<file path="src/rtl/axi4lite_slave_regfile.sv">
// AXI4-Lite slave exposing NREGS word registers. The write and read channels
// run independent FSMs, and all handshake outputs are registered.
module axi4lite_slave_regfile #(
  parameter int ADDRWIDTH = 32,
  parameter int DATAWIDTH = 32,
  parameter int NREGS     = 16
) (
  input  logic                       ACLK,
  input  logic                       ARESET,
  input  logic [ADDRWIDTH-1:0]       AWADDR,
  input  logic                       AWVALID,
  output logic                       AWREADY,
  input  logic [DATAWIDTH-1:0]       WDATA,
  input  logic                       WVALID,
  output logic                       WREADY,
  output logic                       BVALID,
  input  logic                       BREADY,
  input  logic [ADDRWIDTH-1:0]       ARADDR,
  input  logic                       ARVALID,
  output logic                       ARREADY,
  output logic [DATAWIDTH-1:0]       RDATA,
  output logic                       RVALID,
  input  logic                       RREADY,
  output logic [NREGS*DATAWIDTH-1:0] REG_OUT
);

  localparam int IDXW = (NREGS > 1) ? $clog2(NREGS) : 1;

  typedef enum logic [1:0] {
    WR_IDLE      = 2'b00,
    WR_HAVE_ADDR = 2'b01,
    WR_HAVE_DATA = 2'b10,
    WR_RESP      = 2'b11
  } wr_state_e;

  typedef enum logic {
    RD_IDLE = 1'b0,
    RD_DATA = 1'b1
  } rd_state_e;

  // Any address bit above the register index field makes the access out of range.
  function automatic logic addr_in_range(input logic [ADDRWIDTH-1:0] addr);
    return (addr >> (2 + IDXW)) == '0;
  endfunction

  function automatic logic [IDXW-1:0] addr_index(input logic [ADDRWIDTH-1:0] addr);
    logic [ADDRWIDTH-1:0] word;
    word = addr >> 2;
    return word[IDXW-1:0];
  endfunction

  wr_state_e                        wr_state_q;
  rd_state_e                        rd_state_q;
  logic                             awready_q, wready_q, bvalid_q;
  logic                             arready_q, rvalid_q;
  logic [ADDRWIDTH-1:0]             awaddr_q;
  logic [DATAWIDTH-1:0]             wdata_q;
  logic [DATAWIDTH-1:0]             rdata_q;
  logic [NREGS-1:0][DATAWIDTH-1:0]  regs_q;

  logic                             aw_hs_s, w_hs_s, b_hs_s, ar_hs_s, r_hs_s;
  logic                             wr_fire_s;
  logic [ADDRWIDTH-1:0]             wr_addr_s;
  logic [DATAWIDTH-1:0]             wr_data_s;

  assign aw_hs_s = AWVALID & awready_q;
  assign w_hs_s  = WVALID  & wready_q;
  assign b_hs_s  = bvalid_q & BREADY;
  assign ar_hs_s = ARVALID & arready_q;
  assign r_hs_s  = rvalid_q & RREADY;

  // Select the address/data pair that completes a write on this edge.
  always_comb begin
    wr_fire_s = 1'b0;
    wr_addr_s = awaddr_q;
    wr_data_s = wdata_q;
    case (wr_state_q)
      WR_IDLE: begin
        wr_fire_s = aw_hs_s & w_hs_s;
        wr_addr_s = AWADDR;
        wr_data_s = WDATA;
      end
      WR_HAVE_ADDR: begin
        wr_fire_s = w_hs_s;
        wr_data_s = WDATA;
      end
      WR_HAVE_DATA: begin
        wr_fire_s = aw_hs_s;
        wr_addr_s = AWADDR;
      end
      default: wr_fire_s = 1'b0;
    endcase
  end

  // Write-channel FSM with registered ready/valid outputs.
  always_ff @(posedge ACLK) begin
    if (ARESET) begin
      wr_state_q <= WR_IDLE;
      awready_q  <= 1'b0;
      wready_q   <= 1'b0;
      bvalid_q   <= 1'b0;
      awaddr_q   <= '0;
      wdata_q    <= '0;
    end else begin
      case (wr_state_q)
        WR_IDLE: begin
          if (aw_hs_s && w_hs_s) begin
            wr_state_q <= WR_RESP;
            awready_q  <= 1'b0;
            wready_q   <= 1'b0;
            bvalid_q   <= 1'b1;
          end else if (aw_hs_s) begin
            awaddr_q   <= AWADDR;
            wr_state_q <= WR_HAVE_ADDR;
            awready_q  <= 1'b0;
            wready_q   <= 1'b1;
            bvalid_q   <= 1'b0;
          end else if (w_hs_s) begin
            wdata_q    <= WDATA;
            wr_state_q <= WR_HAVE_DATA;
            awready_q  <= 1'b1;
            wready_q   <= 1'b0;
            bvalid_q   <= 1'b0;
          end else begin
            awready_q  <= 1'b1;
            wready_q   <= 1'b1;
            bvalid_q   <= 1'b0;
          end
        end
        WR_HAVE_ADDR: begin
          if (w_hs_s) begin
            wr_state_q <= WR_RESP;
            awready_q  <= 1'b0;
            wready_q   <= 1'b0;
            bvalid_q   <= 1'b1;
          end else begin
            awready_q  <= 1'b0;
            wready_q   <= 1'b1;
            bvalid_q   <= 1'b0;
          end
        end
        WR_HAVE_DATA: begin
          if (aw_hs_s) begin
            wr_state_q <= WR_RESP;
            awready_q  <= 1'b0;
            wready_q   <= 1'b0;
            bvalid_q   <= 1'b1;
          end else begin
            awready_q  <= 1'b1;
            wready_q   <= 1'b0;
            bvalid_q   <= 1'b0;
          end
        end
        WR_RESP: begin
          if (b_hs_s) begin
            wr_state_q <= WR_IDLE;
            awready_q  <= 1'b1;
            wready_q   <= 1'b1;
            bvalid_q   <= 1'b0;
          end else begin
            awready_q  <= 1'b0;
            wready_q   <= 1'b0;
            bvalid_q   <= 1'b1;
          end
        end
        default: begin
          wr_state_q <= WR_IDLE;
          awready_q  <= 1'b0;
          wready_q   <= 1'b0;
          bvalid_q   <= 1'b0;
        end
      endcase
    end
  end

  // Register file; out-of-range writes are acknowledged but dropped.
  always_ff @(posedge ACLK) begin
    if (ARESET) begin
      regs_q <= '0;
    end else if (wr_fire_s && addr_in_range(wr_addr_s)) begin
      regs_q[addr_index(wr_addr_s)] <= wr_data_s;
    end
  end

  // Read-channel FSM; sampling regs_q here yields the pre-write value on a same-edge write.
  always_ff @(posedge ACLK) begin
    if (ARESET) begin
      rd_state_q <= RD_IDLE;
      arready_q  <= 1'b0;
      rvalid_q   <= 1'b0;
      rdata_q    <= '0;
    end else begin
      case (rd_state_q)
        RD_IDLE: begin
          if (ar_hs_s) begin
            rdata_q    <= addr_in_range(ARADDR) ? regs_q[addr_index(ARADDR)] : '0;
            rd_state_q <= RD_DATA;
            arready_q  <= 1'b0;
            rvalid_q   <= 1'b1;
          end else begin
            arready_q  <= 1'b1;
            rvalid_q   <= 1'b0;
          end
        end
        RD_DATA: begin
          if (r_hs_s) begin
            rd_state_q <= RD_IDLE;
            arready_q  <= 1'b1;
            rvalid_q   <= 1'b0;
          end else begin
            arready_q  <= 1'b0;
            rvalid_q   <= 1'b1;
          end
        end
        default: begin
          rd_state_q <= RD_IDLE;
          arready_q  <= 1'b0;
          rvalid_q   <= 1'b0;
        end
      endcase
    end
  end

  assign AWREADY = awready_q;
  assign WREADY  = wready_q;
  assign BVALID  = bvalid_q;
  assign ARREADY = arready_q;
  assign RVALID  = rvalid_q;
  assign RDATA   = rdata_q;
  assign REG_OUT = regs_q;

endmodule
</file>
<file path="config.mk">
export PLATFORM = sky130hd
export DESIGN_NAME = axi4lite_slave_regfile
export DESIGN_NICKNAME = d
export VERILOG_FILES = /design/src/rtl/axi4lite_slave_regfile.sv
export SDC_FILE = /design/constraint.sdc
export NUM_CORES = 1
export LEC_CHECK = 0
export CORE_AREA = 2 2 257 259
export CTS_BUF_LIST = sky130_fd_sc_hd__clkbuf_8
export CTS_CLUSTER_SIZE = 14
export DETAILED_ROUTE_END_ITERATION = 7
export DIE_AREA = 0 0 259 261
export PLACE_DENSITY = 0.7
export REMOVE_ABC_BUFFERS = 1
export SYNTH_ARGS = -nofsm -noshare
export SYNTH_HDL_FRONTEND = slang
export SYNTH_SLANG_ARGS = --single-unit
</file>
<file path="constraint.sdc">
create_clock -name ACLK -period 4.02 [get_ports ACLK]
set_input_delay 0.804 -clock ACLK [delete_from_list [all_inputs] [get_ports ACLK]]
set_output_delay 0.804 -clock ACLK [all_outputs]
set_load 0.01 [all_outputs]
</file>
Word-level counts from Yosys, hierarchy flattened
Index checks and enable logic that the tools add are counted.
Storage, ports and cells
  register bits: 615
  bits in latches: 0
  RAM bits: 0
  memory bits (read-only): 0
  input bits: 103
  output and inout bits: 549
  word-level logic and storage cells: 91
  memories: 0
Operators by class
  add/sub/neg operators: 0
  multipliers: 0
  div/mod/pow operators: 0
  $lt $le $gt $ge: 3
  equal/unequal tests: 7
  shift operators: 0
  multiplexer cells: 35
  bitwise gates (word level): 9
  reductions and logical operators: 12
Operators by type and width (number)
  bitwise mux 512 bit: 1
  2-to-1 mux 32 bit: 5
  binary-select mux 32 bit (select 4 bit): 1
  demux 32 bit (select 4 bit): 1
  zero test 32 bit: 2
  2-to-1 mux 1 bit: 14
  2-to-1 mux 2 bit: 6
  one-hot mux 1 bit (4 select lines): 3
  less-than comparator 4 x 5 -> 1 bit (second input constant): 2
  one-hot mux 2 bit (4 select lines): 1
  AND reduction 4 bit: 2
  bitwise AND 1 bit: 6
  != test 2 bit (second input constant): 3
  equality test 2 bit (second input constant): 2
  greater-or-equal comparator 4 x 1 -> 1 bit (second input constant): 1
  != test 4 bit (second input constant): 1
  one-hot mux 1 bit (2 select lines): 2
  OR reduction 2 bit: 2
  logical AND 1 bit: 3
  inverter 1 bit: 3
  one-hot mux 1 bit (3 select lines): 1
  AND reduction 3 bit: 1
  equality test 2 x 1 -> 1 bit (second input constant): 1
  zero test 2 bit: 1
  AND reduction 2 bit: 1

Depth between registers and ports, before layout
Gate-level depths: netlist of the first run.
  depth after elaboration: 8
  mapped depth: 10
  depth with buffers taken out: 7

Worst setup path after synthesis of the first run
Ideal clock, no wire load.
  kind: input to register
  start point: in ARADDR[2]
  end point: reg rdata_q[8], in the netlist RDATA[8]
  library setup time: 0.117 ns
  data arrival time: 2.568 ns
  required time: 3.903 ns
  path slack: 1.335 ns
  stages: 6
  buffers on the path: 2
  path through: buf_2 -> buf_1 -> mux4_2 -> a211oi_1 -> a21oi_1 -> a22o_1
On the way
  cells in the longest elaborated chain, start to end: 3
Ends and longest elaborated chain
  start: declaration: line 18  | input logic [ADDRWIDTH-1:0] ARADDR,
  binary-select mux 32 bit (select 4 bit): line 196  | rdata_q <= addr_in_range(ARADDR) ? regs_q[addr_index(ARADDR)] : '0;
  2-to-1 mux 32 bit (not written as such): line 196
  2-to-1 mux 32 bit: line 196
  end signal: assignment: line 196
  end: declaration: line 58  | logic [DATAWIDTH-1:0] rdata_q;
Every way passes these cells. The select of a mux whose other input is x is not followed.
A chain may end at the register's enable or synchronous reset.

Worst setup path after layout of the first run
  start point: reg wr_state_q[1]
  end point: reg regs_q (netlist bit REG_OUT[123])
On the way
  cells in the longest elaborated chain, start to end: 8
  elaborated cells between the ends (all ways): 16
  classes of those cells: order compare: 2; eq/ne: 2; mux: 6; reduce/logical: 6
Ends and longest elaborated chain
  start: declaration: line 52  | wr_state_e wr_state_q;
  start signal: assignment: line 98  | wr_state_q <= WR_IDLE;
  start signal: assignment: line 108  | wr_state_q <= WR_RESP;
  start signal: assignment: line 114  | wr_state_q <= WR_HAVE_ADDR;
  equality test 2 bit or zero test 2 bit (tied branches): line 77  | case (wr_state_q)
  OR reduction 2 bit (no source line)
  2-to-1 mux 32 bit: line 77
  less-than comparator 4 x 5 -> 1 bit (not written as such) or greater-or-equal comparator 4 x 1 -> 1 bit (tied branches): line 181  | regs_q[addr_index(wr_addr_s)] <= wr_data_s;
  logical AND 1 bit (not written as such): line 181
  2-to-1 mux 32 bit (not written as such): line 181
  demux 32 bit (select 4 bit): line 181
  bitwise mux 512 bit: line 181
  end signal: indexed assignment: line 181
  end: declaration: line 59  | logic [NREGS-1:0][DATAWIDTH-1:0] regs_q;
Parallel ways exist; a longest one is shown, timed or not.

==> implementation parameters, run 1 <==
Parameter                              Value

Timing
  Final-layout worst hold slack    0.454 ns
  Final max-slew violation count    0
  Count of endpoints failing hold in the final timing report    0
  Period minus WS final    3.23 ns
  Upper clock frequency limit    309 MHz
  Post-route fraction of the period consumed by the critical path    80.5%
  Setup violations, final    0
  Worst Max-Slew Pin Slew    1.17 ns
  Final worst slack    0.785 ns
  Final setup skew    0.0400 ns
  Worst rel slew slack    21.5%
  Setup repair after global routing missed its margin    no

CTS
  TritonCTS Buffers    103
  Number of hold-repair buffers added at the cts stage    0
  Resized Gates After CTS    0
  Clock input transition at the sequential cells of the worst setup and hold paths    0.06 ns
  Source-to-sink clock delay at the later pin of the worst-skew pair    0.72 ns
  Buffers from clock root to sink, at most    3
  # Post-CTS Setup Buffers    0
  Total number of clock tree sinks    613
  Clock tree from TritonCTS    done
  Cell at the root of the clock tree    sky130_fd_sc_hd__clkbuf_8
  Depth of the CTS H-tree    3

Setup path
  Data required time of the critical path    4.56 ns
  Cell with the biggest individual delay on the critical path    sky130_fd_sc_hd__ha_1
  Reg2Reg Capture Point    REG_OUT[123]$_SDFFE_PP0P_
  Crit start category    register
  Maximum fanout along the worst path    32
  Arrival time reported for the critical path endpoint    3.78 ns
  Total buffers and inverters traversed by the critical path    3
  Kind of end point of the critical path    register
  Slowest cell delay on critical path    0.47 ns
  Delay-heaviest family, CP    buffers and inverters
  CP Cell Sequence    inv_1, ha_1, or2_1, nand4_1, a221oi_4, buf_12, o2111ai_4, buf_4, mux2i_1
  Critical path class    register to register
  Register-to-Register Path Depth    9
  Minimum setup slack among reg-to-reg paths    0.79 ns
  Reg2Reg Launch Point    wr_state_q[1]$_SDFFE_PP0P_

Global routing
  GRT Residual Overflow    0
  Via count of the first global-routing pass    22583
  Initial antenna violation count    10
  Largest net degree at the start of global routing    133
  Total Routing Usage GR    29.1%
  Wire length of the first global-routing pass    147 mm

Synthesis
  Post-synthesis cell area    0.0278 mm^2
  Ys Warns    0
  Post-synthesis sequential area ratio    44.1%
  Post-synthesis register bit count    613
  Number of distinct library cell variants in the gate-level netlist after synthesis    43
  Mean instance size in the synthesized netlist    10.9 um^2
  Post-synthesis cell count    2549

Finish
  Nets    3253
  Relative area change from synthesis to final layout    35.0%
  Fraction of final layout cells with drive strength greater than 1    12.0%
  Number of standard cells in the final layout excluding fillers    4105

Pwr
  Pwr per Cell Area    379 mW/mm^2
  Maximum vdd drop    0.283 mV
  LEAKAGE    0.0165 uW

Place
  DP Cell Count    3904
  Number of port buffers    647
  Pre-CTS setup slack    0.558 ns
  RD Place Congestion    0.860
  Final HPWL from detailed placement    67.6 mm

Floorplanning
  Total core area    0.0650 mm^2
  Number of top-level design ports    652
  Die Outline Area    0.0676 mm^2
  Initial core utilization    42.8%
  Number of core rows    94
  Chip Height    261 um
  Die width    259 um

Route
  Drc violations    0
  Antenna Nets Post-Route    0
  Detailed-router iteration count before antenna repair    6
  Total Wirelength    102 mm
  Number of vias per cell    5.45
  Detailed Route Iter0 Violations    1803
  Via count    22363
  Average wire per standard cell    24.8 um

Hold path
  Classification of the worst-slack hold path    register to register
  Worst Hold Path EP    awaddr_q[28]$_SDFFE_PP0P_
  Startpoint of the worst hold path    awaddr_q[28]$_SDFFE_PP0P_
  Number of cells on the worst hold path    2

Job
  Max_cap viols    0

Status
  Outcome    finished clean
-- state kept, by name, indices dropped and copies added (netlist names) --
register    count
BVALID          1
RDATA          32
AWREADY         1
wdata_q        32
RVALID          1
ARREADY         1
WREADY          1
awaddr_q       30
REG_OUT       512
wr_state_q      2
-- where the power goes --
part	switching (uW)	internal [uW]	total (uW)
registers	55.8	6170	6230
logic	1290	602	1890
clock network	2700	3400	6100
-- worst register-to-register path, stage by stage, from the launching register on --
cell	delay, ns
sky130_fd_sc_hd__dfxtp_1	0.33
sky130_fd_sc_hd__inv_1	0.12
sky130_fd_sc_hd__ha_1	0.47
sky130_fd_sc_hd__or2_1	0.45
sky130_fd_sc_hd__nand4_1	0.25
sky130_fd_sc_hd__a221oi_4	0.36
sky130_fd_sc_hd__buf_12	0.25
sky130_fd_sc_hd__o2111ai_4	0.14
sky130_fd_sc_hd__buf_4	0.45
sky130_fd_sc_hd__mux2i_1	0.27
-- metal layers --
metal / GRT usage (%) / vias to the layer above / part of all wire (%)
li1: - / 10130 / -
met1: 35.2 / 11090 / 40
met2: 48.6 / 888 / 48
met3: 7.55 / 243 / 7.9
met4: 13.8 / 12 / 4.3
met5: 0 / - / 0.075
-- cells in the mapped netlist, drive strengths merged --
| master | number | area (um^2) |
|---|---|---|
| a31oi | 1 | 6.26 |
| and2 | 2 | 12.5 |
| clkbuf | 156 | 586 |
| buf | 68 | 375 |
| a211oi | 34 | 255 |
| dfxtp | 613 | 12300 |
| nand2 | 201 | 754 |
| nand3 | 7 | 35.0 |
| or3 | 2 | 12.5 |
| nand4b | 1 | 8.76 |
| nand2b | 512 | 3200 |
| nor4 | 16 | 100 |
| inv | 2 | 7.51 |
| ha | 5 | 62.6 |
| a22o | 32 | 280 |
| a21boi | 1 | 7.51 |
| mux4 | 128 | 2880 |
| o21ai | 2 | 10.0 |
| nor2b | 34 | 213 |
| o21ba | 1 | 10.0 |
| nand3b | 8 | 60.1 |
| o2111ai | 16 | 288 |
| or4 | 2 | 15.0 |
| nor2 | 11 | 48.8 |
| a21oi | 101 | 505 |
| o31ai | 2 | 15.0 |
| nor3 | 4 | 42.5 |
| mux2i | 545 | 5460 |
| or2 | 2 | 12.5 |
| and3 | 3 | 18.8 |
| nand4 | 4 | 25.0 |
| a21o | 32 | 240 |
| a221oi | 1 | 15.0 |
-- cells by family (layout without fill, tap and decap cells) --
kind of cell | after synthesis | after routing | share of synthesized area [%]
AOI/OAI and AO/OA | 223 | 223 | 5.87
adders and majority gates | 5 | 5 | 0.225
and+or+nand+nor | 809 | 809 | 16.4
buffers and inverters | 226 | 911 | 3.48
muxes | 673 | 673 | 30.0
DFF | 613 | 613 | 44.1
other | 0 | 7 | 0
-- layout by cell type, fill, tap and decap left out, types with 6 or more instances in the layout --
| master | synthesis | layout |
|---|---|---|
| sky130_fd_sc_hd__clkdlybuf4s50_1 | 0 | 642 |
| sky130_fd_sc_hd__nor4_1 | 16 | 16 |
| sky130_fd_sc_hd__nor2_1 | 10 | 7 |
| sky130_fd_sc_hd__a21o_1 | 32 | 32 |
| sky130_fd_sc_hd__mux4_2 | 128 | 128 |
| sky130_fd_sc_hd__nand3_1 | 7 | 6 |
| sky130_fd_sc_hd__buf_12 | 0 | 12 |
| sky130_fd_sc_hd__o2111ai_4 | 7 | 16 |
| sky130_fd_sc_hd__buf_4 | 14 | 58 |
| sky130_fd_sc_hd__diode_2 | 0 | 7 |
| sky130_fd_sc_hd__a211oi_1 | 34 | 34 |
| sky130_fd_sc_hd__nand2b_1 | 512 | 512 |
| sky130_fd_sc_hd__dfxtp_1 | 613 | 613 |
| sky130_fd_sc_hd__a21oi_1 | 101 | 101 |
| sky130_fd_sc_hd__bufinv_16 | 0 | 6 |
| sky130_fd_sc_hd__nor2b_1 | 34 | 34 |
| sky130_fd_sc_hd__nand2_1 | 201 | 201 |
| sky130_fd_sc_hd__nand3b_1 | 8 | 8 |
| sky130_fd_sc_hd__inv_1 | 2 | 36 |
| sky130_fd_sc_hd__clkinv_2 | 0 | 14 |
| sky130_fd_sc_hd__clkbuf_8 | 0 | 135 |
| sky130_fd_sc_hd__a22o_1 | 32 | 32 |
| sky130_fd_sc_hd__mux2i_1 | 545 | 545 |
-- through the flow --
stage	total power, uW	setup TNS (ns)	utilization [%]	instance area (um^2)
floorplan	7350	-203.01	-	26900
global placement	8170	0	54.2	35300
detailed placement	8240	0	54.2	35300
CTS	14300	0	57.7	37600
global route	14700	0	57.8	37600
finish	14200	0	57.8	37600
-- worst max-delay path by stage --
stage                                          start                         to  slack (ns)  cells after the start
after floorplan           wr_state_q[0]$_SDFFE_PP0P_  REG_OUT[416]$_SDFFE_PP0P_       -1.04                      7
after global placement                    AWADDR[30]   REG_OUT[87]$_SDFFE_PP0P_        0.54                      8
after detailed placement                  AWADDR[30]   REG_OUT[69]$_SDFFE_PP0P_        0.56                      8
after CTS                 wr_state_q[0]$_SDFFE_PP0P_  REG_OUT[123]$_SDFFE_PP0P_        0.82                      9
after global routing      wr_state_q[0]$_SDFFE_PP0P_  REG_OUT[123]$_SDFFE_PP0P_        0.65                      9
final                     wr_state_q[1]$_SDFFE_PP0P_  REG_OUT[123]$_SDFFE_PP0P_        0.79                      9
-- layout make-up --
cell class / count / area (um^2)
Inverter: 2 / 7.51
Fill cell: 5395 / 27500
Clock inverter: 59 / 424
Sequential cell: 613 / 12300
Clock buffer: 135 / 1860
Timing Repair Buffer: 715 / 7140
Multi-Input combinational cell: 1710 / 14800
Tap cell: 864 / 1080
Antenna cell: 7 / 17.5
Power figures use the tool's default switching activity.
==> run 2: changes to the inputs <==
--- a/config.mk
+++ b/config.mk
@@ -5,12 +5,12 @@
 export SDC_FILE = /design/constraint.sdc
 export NUM_CORES = 1
 export LEC_CHECK = 0
-export CORE_AREA = 2 2 257 259
+export CORE_AREA = 2 2 256 258
 export CTS_BUF_LIST = sky130_fd_sc_hd__clkbuf_8
 export CTS_CLUSTER_SIZE = 14
 export DETAILED_ROUTE_END_ITERATION = 7
-export DIE_AREA = 0 0 259 261
-export PLACE_DENSITY = 0.7
+export DIE_AREA = 0 0 258 260
+export PLACE_DENSITY = 0.71
 export REMOVE_ABC_BUFFERS = 1
 export SYNTH_ARGS = -nofsm -noshare
 export SYNTH_HDL_FRONTEND = slang
==> constraint.sdc (replaced) <==
create_clock -name ACLK -period 3.2 [get_ports ACLK]
set_input_delay 0.64 -clock ACLK [delete_from_list [all_inputs] [get_ports ACLK]]
set_output_delay 0.64 -clock ACLK [all_outputs]
set_load 0.01 [all_outputs]
==> run 2 against run 1 <==
Against the previous run: die area is 0.77% lower; critical endpoint is now REG_OUT[132]$_SDFFE_PP0P_; combinational power is 29% higher; wire length is 1.1% higher; cell area is 1.1% higher; highest routed layer unchanged; fmax is 15% higher.
==> implementation parameters, run 2 (synthesis gave the netlist of run 1 again) <==
Parameter                              Value

Status
  Outcome    finished clean

Global routing
  Largest net degree at the start of global routing    94
  GRT Residual Overflow    0
  Total Routing Usage GR    29.7%
  Via count of the first global-routing pass    22987
  Initial antenna violation count    11
  Wire length of the first global-routing pass    150 mm

CTS
  Source-to-sink clock delay at the later pin of the worst-skew pair    0.75 ns
  Resized Gates After CTS    0
  Clock input transition at the sequential cells of the worst setup and hold paths    0.06 ns
  Number of hold-repair buffers added at the cts stage    0
  Cell at the root of the clock tree    sky130_fd_sc_hd__clkbuf_8
  Buffers from clock root to sink, at most    3
  Total number of clock tree sinks    613
  # Post-CTS Setup Buffers    0
  Depth of the CTS H-tree    3
  Clock tree from TritonCTS    done
  TritonCTS Buffers    104

Timing
  Worst rel slew slack    29.4%
  Count of endpoints failing hold in the final timing report    0
  Period minus WS final    2.82 ns
  Post-route fraction of the period consumed by the critical path    88.1%
  Setup repair after global routing missed its margin    no
  Setup violations, final    0
  Final max-slew violation count    0
  Worst Max-Slew Pin Slew    1.06 ns
  Upper clock frequency limit    355 MHz
  Final setup skew    0.0670 ns

Hold path
  Classification of the worst-slack hold path    input port to register
  Worst Hold Path EP    wdata_q[8]$_SDFFE_PP0P_
  Startpoint of the worst hold path    ARESET
  Number of cells on the worst hold path    2

Pwr
  Sequential share of power    45.2%
  PnR Total Power    17300 uW
  Clock network power share    40.7%
  Psw    5030 uW
  Internal power    12300 uW
  Pwr per Cell Area    456 mW/mm^2
  LEAKAGE    0.0167 uW
  Share of power burned in combinational logic    14.1%
  Maximum vdd drop    0.384 mV
  Switching Share    29.0%

Route
  Via count    22565
  Number of vias per cell    5.48
  Drc violations    0
  Detailed-router iteration count before antenna repair    5
  Total Wirelength    103 mm
  Antenna Nets Post-Route    0
  Detailed Route Iter0 Violations    1648
  Average wire per standard cell    25.0 um

Place
  Cell area after placement    0.0358 mm^2
  RD Place Congestion    0.864
  Final HPWL from detailed placement    70.6 mm
  Number of port buffers    647
  DP Cell Count    3915

Setup path
  Reg2Reg Capture Point    REG_OUT[132]$_SDFFE_PP0P_
  Reg2Reg Launch Point    wr_state_q[0]$_SDFFE_PP0P_
  Data required time of the critical path    3.74 ns
  Minimum setup slack among reg-to-reg paths    0.38 ns
  Kind of end point of the critical path    register
  Register-to-Register Path Depth    9
  Maximum fanout along the worst path    16
  Critical path class    register to register
  Crit start category    register
  Arrival time reported for the critical path endpoint    3.36 ns

Floorplanning
  Initial core utilization    43.4%
  Die width    258 um
  Total core area    0.0641 mm^2
  Chip Height    260 um
  Number of core rows    93
  Number of top-level design ports    652
  Die Outline Area    0.0671 mm^2

Job
  Max_cap viols    0

Finish
  Nets    3274
  Fraction of final layout cells with drive strength greater than 1    12.2%
  Finished Cell Area    0.0380 mm^2
  Number of standard cells in the final layout excluding fillers    4116
  Fin util    59.2%
  Most frequent cells in the layout    642 x sky130_fd_sc_hd__clkdlybuf4s50_1, 613 x sky130_fd_sc_hd__dfxtp_1, 545 x sky130_fd_sc_hd__mux2i_1
  Most common library cell in the layout ignoring fill and taps    sky130_fd_sc_hd__clkdlybuf4s50_1
  Area taken by flip-flops and latches    0.0123 mm^2
  Fill cell instance count of the final layout    5292
  Relative area change from synthesis to final layout    36.4%
  Area taken by multi-input logic gates    0.0148 mm^2
  Flip-flop count of the largest register, all copies and words added    512
[run 2: cell count changes in the layout (fill, tap and decap cells not counted), sizes merged]
cell / change
inv: +6
buf: +20
clkbuf: -6
diode: +5
clkinvlp: +1
clkinv: -1
bufinv: -5
[run 2: power by group through the flow]
stage / combinational [uW] / clock (uW) / sequential (uW)
2_1_floorplan: 1250 / 0 / 7990
3_3_place_gp: 2350 / 0 / 7980
3_5_place_dp: 2430 / 0 / 8000
4_1_cts: 2430 / 7150 / 7830
5_1_grt: 2610 / 7490 / 7840
6_report: 2440 / 7050 / 7830
[run 2: worst max path at each step]
stage / from / to
final: wr_state_q[0]$_SDFFE_PP0P_ / REG_OUT[132]$_SDFFE_PP0P_
after global routing: wr_state_q[0]$_SDFFE_PP0P_ / REG_OUT[132]$_SDFFE_PP0P_
after floorplan: wr_state_q[0]$_SDFFE_PP0P_ / REG_OUT[416]$_SDFFE_PP0P_
after global placement: AWADDR[24] / REG_OUT[265]$_SDFFE_PP0P_
after detailed placement: AWADDR[24] / REG_OUT[268]$_SDFFE_PP0P_
after CTS: wr_state_q[0]$_SDFFE_PP0P_ / REG_OUT[132]$_SDFFE_PP0P_
[run 2: through the flow]
step / worst slack, ns / hold slack [ns] / setup TNS (ns)
global route: 0.227 / 0.385 / 0
finish: 0.381 / 0.387 / 0
CTS: 0.382 / 0.336 / 0
global placement: 0.0455 / 0.441 / 0
detailed placement: 0.0532 / 0.447 / 0
floorplan: -1.86 / 0.425 / -593.84
[run 2: final cells by class]
cell class | instances | area share, %
tap | 855 | 2.82
antenna | 12 | 0.0791
multi-input combinational | 1710 | 38.9
clock inverter | 60 | 0.824
sequential | 613 | 32.3
inverter | 2 | 0.0198
timing repair buffer | 735 | 20.4
clock buffer | 129 | 4.68
[run 2: critical path: stages (launching register included)]
cell and delay (ns):
sky130_fd_sc_hd__dfxtp_1 0.33, sky130_fd_sc_hd__inv_1 0.13, sky130_fd_sc_hd__ha_1 0.28, sky130_fd_sc_hd__or2_1 0.41, sky130_fd_sc_hd__nand4_1 0.23, sky130_fd_sc_hd__a221oi_4 0.38
sky130_fd_sc_hd__buf_12 0.26, sky130_fd_sc_hd__o2111ai_4 0.21, sky130_fd_sc_hd__buf_4 0.27, sky130_fd_sc_hd__mux2i_1 0.14
[run 2: metal layers]
metal / up-vias / wire, um / GRT usage [%]
met1: 11288 / 41300 / 35.7
li1: 10178 / - / -
met5: - / 13 / 0
met4: 2 / 4270 / 12.8
met3: 238 / 7830 / 8.46
met2: 859 / 49500 / 49.7
